--- src/rtl/mps_pkg.sv ---
// Shared definitions for the microprogrammed sequencer/datapath slice:
// ALU function encoding and register-file geometry.
package mps_pkg;

  localparam int RF_DEPTH = 8;
  localparam int RF_IDX_W = 3;

  typedef enum logic [1:0] {
    ALU_ADD = 2'b00,
    ALU_SUB = 2'b01,
    ALU_AND = 2'b10,
    ALU_OR  = 2'b11
  } alu_op_t;

endpackage

--- src/rtl/datapath_alu.sv ---
// Combinational 4-function ALU with one extra bit of internal sum for the carry.
// For SUB the carry is the no-borrow indication (a >= b unsigned).
module alu
  import mps_pkg::*;
#(
  parameter int DATA_W = 8
) (
  input  logic [DATA_W-1:0] a,
  input  logic [DATA_W-1:0] b,
  input  logic [1:0]        op,
  output logic [DATA_W-1:0] r,
  output logic              c
);

  logic [DATA_W:0] w_sum;
  alu_op_t         w_op;

  assign w_op = alu_op_t'(op);

  always_comb begin
    w_sum = '0;
    case (w_op)
      ALU_ADD: w_sum = {1'b0, a} + {1'b0, b};
      ALU_SUB: w_sum = {1'b0, a} + {1'b0, ~b} + {{DATA_W{1'b0}}, 1'b1};
      ALU_AND: w_sum = {1'b0, a & b};
      ALU_OR:  w_sum = {1'b0, a | b};
      default: w_sum = '0;
    endcase
  end

  assign r = w_sum[DATA_W-1:0];
  assign c = w_sum[DATA_W];

endmodule

--- src/rtl/datapath.sv ---
// Register-file datapath: 8-entry RF (entry 0 hard-wired to zero), R_in, R_out,
// ALU and the cy/neg/zero flags fed back to the sequencer for branching.
module datapath
  import mps_pkg::*;
#(
  parameter int DATA_W = 8
) (
  input  logic                clk,
  input  logic                rst_n,
  input  logic [RF_IDX_W-1:0] fld_A,
  input  logic [RF_IDX_W-1:0] fld_B,
  input  logic [RF_IDX_W-1:0] fld_C,
  input  logic                ldRF,
  input  logic                selR_in,
  input  logic                ldR_in,
  input  logic                ldR_out,
  input  logic [1:0]          alu_op,
  input  logic [DATA_W-1:0]   data_in,
  output logic [DATA_W-1:0]   data_out,
  output logic                cy,
  output logic                neg,
  output logic                zero
);

  logic [DATA_W-1:0] w_rf [RF_DEPTH];
  logic [DATA_W-1:0] w_a;
  logic [DATA_W-1:0] w_b;
  logic [DATA_W-1:0] w_r;
  logic              w_c;
  logic              w_capture;

  logic [DATA_W-1:0] r_rin;
  logic [DATA_W-1:0] r_rout;
  logic              r_cy;
  logic              r_neg;
  logic              r_zero;

  assign w_rf[0] = '0;

  // Entries 1..7 are plain flops so that both read ports stay combinational.
  generate
    for (genvar gi = 1; gi < RF_DEPTH; gi++) begin : g_rf
      logic [DATA_W-1:0] r_q;
      logic              w_we;

      assign w_we = ldRF && (fld_C == RF_IDX_W'(gi));

      always_ff @(posedge clk) begin
        if (!rst_n) begin
          r_q <= '0;
        end else if (w_we) begin
          r_q <= r_rin;
        end
      end

      assign w_rf[gi] = r_q;
    end
  endgenerate

  assign w_a = w_rf[fld_A];
  assign w_b = w_rf[fld_B];

  alu #(
    .DATA_W(DATA_W)
  ) u_alu (
    .a (w_a),
    .b (w_b),
    .op(alu_op),
    .r (w_r),
    .c (w_c)
  );

  // Loading R_in from data_in alone is not an ALU result, so flags hold.
  assign w_capture = (ldR_in && !selR_in) || ldR_out;

  always_ff @(posedge clk) begin
    if (!rst_n) begin
      r_rin  <= '0;
      r_rout <= '0;
      r_cy   <= 1'b0;
      r_neg  <= 1'b0;
      r_zero <= 1'b0;
    end else begin
      if (ldR_in) begin
        r_rin <= selR_in ? data_in : w_r;
      end
      if (ldR_out) begin
        r_rout <= w_r;
      end
      if (w_capture) begin
        r_cy   <= w_c;
        r_neg  <= w_r[DATA_W-1];
        r_zero <= (w_r == '0);
      end
    end
  end

  assign data_out = r_rout;
  assign cy       = r_cy;
  assign neg      = r_neg;
  assign zero     = r_zero;

endmodule

--- config.mk ---
export PLATFORM = sky130hd
export DESIGN_NAME = datapath
export DESIGN_NICKNAME = d
export VERILOG_FILES = /design/src/rtl/mps_pkg.sv /design/src/rtl/datapath_alu.sv /design/src/rtl/datapath.sv
export SDC_FILE = /design/constraint.sdc
export NUM_CORES = 1
export LEC_CHECK = 0
export CAP_MARGIN = 0
export CORE_MARGIN = 2
export CORE_UTILIZATION = 50
export DETAILED_ROUTE_END_ITERATION = 8
export PLACE_DENSITY = 0.7
export SYNTH_ARGS = -nofsm -noshare
export SYNTH_HDL_FRONTEND = slang
export SYNTH_HIERARCHICAL = 1
export SYNTH_SLANG_ARGS = --single-unit
--- constraint.sdc ---
create_clock -name clk -period 4.2 [get_ports clk]
set_input_delay 0.84 -clock clk [delete_from_list [all_inputs] [get_ports clk]]
set_output_delay 0.84 -clock clk [all_outputs]
set_load 0.02 [all_outputs]
Word-level counts from Yosys, hierarchy flattened
Index checks and enable logic that the tools add are counted.
Widths: inputs -> output; s select.

operators by class
  reductions and logical operators = 12
  bitwise logic cells = 5
  eq/ne operators = 10
  $add $sub $neg = 3
  multiplexer cells = 8
  order comparisons = 2

operators by type and width
  kind                 count
  $bmux 8 s3           2
  $mux 8               5
  $pmux 9 s4           1
  $add 8x8->9          2
  $eq 3x3->1 const B   4
  $add 9x1->9 const B  1
  $and 8x8->8          1
  $ge 4x4->1 const B   2
  $logic_and 1x1->1    8
  $logic_not 8->1      1
  $not 3->4            2
  $not 8->8            1
  $or 8x8->8           1
  $eq 3x2->1 const B   2
  $eq 2x2->1 const B   2
  $eq 3x1->1 const B   1
  $eq 2x1->1 const B   1
  $logic_not 2->1      1
  $logic_not 1->1      1
  $logic_or 1x1->1     1

word-level totals
  bits in registers = 75

Logic depth before layout (Yosys ltp)
Gate-level depths: netlist of run 1.

  word-level depth = 9
  gate-level depth with buffers = 17
  mapped depth without buffers = 15

By module
The synthesis of run 1 kept the hierarchy.

by module, submodules not included
  module    instances  cells each  area each (um^2)
  datapath  1          415         4026.4
  alu       1          143         1051.0

Worst setup path after synthesis of run 1
No wires, ideal clock.

  kind = input port to flip-flop
  from = input port fld_A[2]
  to = register r_zero, in the netlist zero
  stages = 14
  slack = 0.288 ns
  data required time = 4.113 ns
  arrival time = 3.825 ns
  setup time = 0.087 ns
  buffers on the path = 2
  cells stage by stage = buf_2 -> and2_1 -> clkbuf_1 -> a221oi_1 -> inv_1 -> ha_1 -> nor3_2 -> o31a_1 -> o2111ai_1 -> a311oi_1 -> a211o_1 -> nor4_1 -> o2111ai_1 -> o31ai_1

between the ends
  word-level cells in the longest chain between the ends = 8

ends and longest elaborated chain
  what                                            line                RTL
  start, declared                                 datapath.sv:10      input logic [RF_IDX_W-1:0] fld_A,
  $not 3->4 (implied by the code) (*)             datapath.sv:60      assign w_a = w_rf[fld_A];
  $bmux 8 s3 (*)                                  datapath.sv:60
  $mux 8 (implied by the code) (*) (2 in series)  datapath.sv:60
  net w_a[1]                                      datapath.sv:26      logic [DATA_W-1:0] w_a;
  $add 8x8->9                                     datapath_alu.sv:24  ALU_SUB: w_sum = {1'b0, a} + {1'b0, ~b} + {{DATA_W{1'b0}}, 1'b1};
  $add 9x1->9                                     datapath_alu.sv:24
  $pmux 9 s4 (*)                                  datapath_alu.sv:22  case (w_op)
  net w_r[7]                                      datapath.sv:28      logic [DATA_W-1:0] w_r;
  $logic_not 8->1 (*)                             datapath.sv:93      r_zero <= (w_r == '0);
  end signal, assigned                            datapath.sv:93
  end, declared                                   datapath.sv:36      logic r_zero;

Mark *: on every way through the listed nets, which the timed path passes. The rest lies on a longest branch. The select of a mux whose other input is x is not followed.
A chain may end at the register's enable or synchronous reset.

Final worst setup path of run 1
  from = input port fld_B[2]
  to = register r_zero, in the netlist zero

between the ends
  word-level cells in the longest chain between the ends = 9

ends and longest elaborated chain
  what                                            line                RTL
  start, declared                                 datapath.sv:11      input logic [RF_IDX_W-1:0] fld_B,
  $not 3->4 (implied by the code) (*)             datapath.sv:61      assign w_b = w_rf[fld_B];
  $bmux 8 s3 (*)                                  datapath.sv:61
  $mux 8 (implied by the code) (*) (2 in series)  datapath.sv:61
  net w_b[3]                                      datapath.sv:27      logic [DATA_W-1:0] w_b;
  $not 8->8                                       datapath_alu.sv:24
  $add 8x8->9                                     datapath_alu.sv:24
  $add 9x1->9                                     datapath_alu.sv:24
  $pmux 9 s4 (*)                                  datapath_alu.sv:22
  net w_r[7]                                      datapath.sv:28
  $logic_not 8->1 (*)                             datapath.sv:93

Marks and branches as above.

==> results of run 1 <==
==> layout make-up <==
cell class              instances  area [um^2]
fillers                       878         3680
clock buffers                   9          124
flip-flops and latches         75         1500
well taps                     133          166
multi-input cells             407         3270
repair buffers                103          900
inverters                      24         90.1
clock inverters                 7         92.6
==> flip-flops by register name, indices dropped and copies added, names as in the netlist <==
register / flops
g_rf.r_q: 56
cy: 1
data_out: 8
neg: 1
r_rin: 8
zero: 1
==> per-layer routing <==
layer | global-route usage [%] | up-vias | part of all wire (%)
met5 | 0 | - | 0
met4 | 9.52 | 0 | 2.4
met3 | 5.30 | 31 | 5.1
met2 | 41.7 | 123 | 47
met1 | 34.2 | 2084 | 46
li1 | - | 2114 | -
==> kinds of logic (layout without fill, tap and decap cells) <==
family / after synthesis / after routing
compound gates: 119 / 119
fa+ha+maj: 26 / 26
flops: 75 / 75
mux: 93 / 93
buf+inv: 76 / 143
simple gates: 165 / 165
xor+xnor: 4 / 4
==> worst min-delay path: cells and delay by family, from the launching register on <==
family | cells | cell delay [ns]
compound gates | 1 | 0.05
simple gates | 1 | 0.06
flops | 1 | 0.33
==> Yosys cell counts, drive strengths merged (3+ instances only) <==
master	instances
and4b	3
ha	24
nor2b	42
o21ai	9
nor3	6
mux2i	73
and4bb	3
a221oi	32
a21oi	13
nor4	3
nand2	79
nor2	11
clkbuf	13
nand4b	3
inv	23
a21boi	35
o211a	8
mux2	18
xnor2	3
buf	39
dfxtp	75
==> where the power goes <==
| group | switching, mW | total [mW] | leakage (nW) | internal (mW) |
|---|---|---|---|---|
| registers | 0.0309 | 0.764 | 0.609 | 0.734 |
| logic | 0.237 | 0.472 | 1.76 | 0.235 |
| clock network | 0.318 | 0.609 | 0.109 | 0.291 |
==> stage by stage <==
step,utilization (%),setup slack [ns],instance area [um^2],hold slack [ns]
after floorplan,-,0.288,5080,0.452
after CTS,61.4,0.0828,6030,0.480
final,62.6,0.105,6140,0.474
after global placement,59.2,-0.215,5810,0.465
after global routing,62.6,-0.0398,6140,0.511
after detailed placement,59.2,-0.284,5810,0.467
==> worst max path at each step <==
| stage | from | to | slack, ns |
|---|---|---|---|
| 2_1_floorplan | fld_A[2] | zero | 0.29 |
| 3_3_place_gp | fld_A[0] | zero | -0.22 |
| 3_5_place_dp | fld_B[0] | zero | -0.28 |
| 4_1_cts | fld_B[0] | zero | 0.08 |
| 5_1_grt | fld_B[2] | zero | -0.04 |
| 6_report | fld_B[2] | zero | 0.10 |
==> results by group, run 1 <==
Status
  – Run status: complete, no violations

Critical path
  – Critical path's top delay family: compound AO/OA/AOI/OAI gates
  – Most used cell along the critical path: buf_4
  – Cells along the critical path: clkdlybuf4s50_1, buf_4, buf_4, mux2_2, a221oi_1, a221oi_2, buf_4, ha_1, a21oi_1, o211ai_1, a21o_1, and4_1, a211o_1, nor4_1, o2111ai_1, o31ai_1
  – Worst R2R Path Depth: 12
  – WP data required: ~4.5 ns
  – Worst-path fanout max: 7
  – R2r setup slk: approximately 0.9 ns
  – CP peak stage delay: approximately 0.52 ns
  – Startpoint Class: primary input
  – Worst path bufs/invs: 4
  – Nature of the critical path endpoint: register
  – Worst path depth: 16
  – R2R Path End: zero
  – Slowest CP cell: clkdlybuf4s50_1
  – Reg-to-reg startpoint: g_rf[3].r_q[1]
  – Arr. time, crit path: around 4.4 ns
  – Critical path class: primary input to register

Finish
  – Post-layout nets: around 670
  – Share of layout cells above drive strength 1: 20.6%
  – Commonest non-fill, non-tap cell in the layout: nand2_1
  – Commonest non-fill, non-tap cells in the layout: nand2_1 (79), dfxtp_1 (75), mux2i_1 (73)
  – Finished Layout Cells: ~760
  – Area Overhead vs Synth: 21.0%
  – Inserted Diodes: 0

Die
  – Die area: between 0.01 and 0.015 mm^2
  – Die Span Y: about 100 um
  – Core ar.: about 0.01 mm^2
  – Row count: 36
  – # IOs: 36
  – Die width: between 100 and 150 um
  – Starting Density: roughly half

Placement
  – GPL Wtd Cong: 0.944
  – Final HPWL DP: 10.5 mm
  – Placed insts: ~740
  – Port buffer count: 35

Clock tree
  – Clock transition at path regs: about 0.090 ns
  – CTS sink count: 75
  – Clock Latency Late Sink: approximately 0.36 ns
  – Hold_buf cts: 0
  – Longest Clk Path Bufs: 2
  – H-Tree Depth: 3
  – CTS tree: yes
  – Post-CTS setup buffers: 0
  – Cts repair resizes: 0
  – Cts bufs inserted: 9
  – Clk Tree Root Cell: clkbuf_8

GRT
  – Global-route wire length before repair: between 20 and 25 mm
  – Largest net degree at the start of global routing: 77
  – GRT Residual Overflow: 0
  – Total GRT Usage: 25.9%
  – Vias in the first global route: approximately 4400
  – Antenna violations before repair: 0

Drt
  – Initial DRC Count: roughly 280
  – Vias per cell: between 5 and 6
  – DRT antenna net count: 0
  – DR DRC count: 0
  – 1st-pass router iterations: 5
  – Routed WL: about 14 mm
  – Total vias in the final route: 4352
  – Routed WL per cell: around 18 um

STA
  – Minimum clock period: between 4 and 5 ns
  – Clock skew: between 0.015 and 0.02 ns
  – Period utilization: a little over nine tenths
  – Hold Vio Cnt, Final: 0
  – Final setup fails: 0
  – Max Fclk: about 240 MHz
  – Setup TNS: 0 ns
  – Slew Viols, Final: 0
  – Slew headroom: 26.6%
  – Slew @ Worst Pin: ~1.1 ns

Yosys
  – Xor/xnor share of the synthesized area: 0.690%
  – Synth Area in Simple Gates: between 10% and 20%
  – Register area share after synthesis: between 20% and 30%
  – EDFF count, synth: 0
  – Unique masters post-synth: 62
  – Mapped Cells: ~560
  – Synth Register Bits: 75
  – Syn nets: roughly 600
  – Synth Flop Type: dfxtp_1
  – Post-synthesis adder-cell area fraction: 6.70%
  – Largest family of logic cells by synthesized area: multiplexers
  – Mux cell area share after synthesis: between 10% and 20%
  – Synth Area in Compound Gates: 18.5%
  – Syn. warnings: 6
  – Post-synth top area cell: dfxtp_1
  – Top cell type's share of synthesized area: between 20 and 30%
  – Syn_area_per_cell: around 9.1 um^2
  – Largest cells by area after synthesis: dfxtp_1 (30%), mux2i_1 (14%), ha_1 (5.9%)
  – Synthesized cell area: 0.00508 mm^2
  – Fraction of registers with async set/reset: 0%

Min path
  – Worst Hold Class: register to register
  – Hold Path Stages: 2
  – Hold Path End: zero
  – Hold Startpoint: zero

Power
  – Pwr dens: about 300 mW/mm^2
  – Final Power: 1.85 mW
  – Maximum vdd drop: 0.221 mV
  – Lkg Pwr: 2.48 nW

Job
  – Max-cap violations: 0
No activity file was read; power rests on OpenSTA's default activity.
==> inputs of run 2 (changes only) <==
--- a/config.mk
+++ b/config.mk
@@ -14,3 +14,4 @@
 export SYNTH_HDL_FRONTEND = slang
 export SYNTH_HIERARCHICAL = 1
 export SYNTH_SLANG_ARGS = --single-unit
+export TNS_END_PERCENT = 20
==> results of run 2 <==
No change in the layout: final DEF, timing and power equal those of run 1.
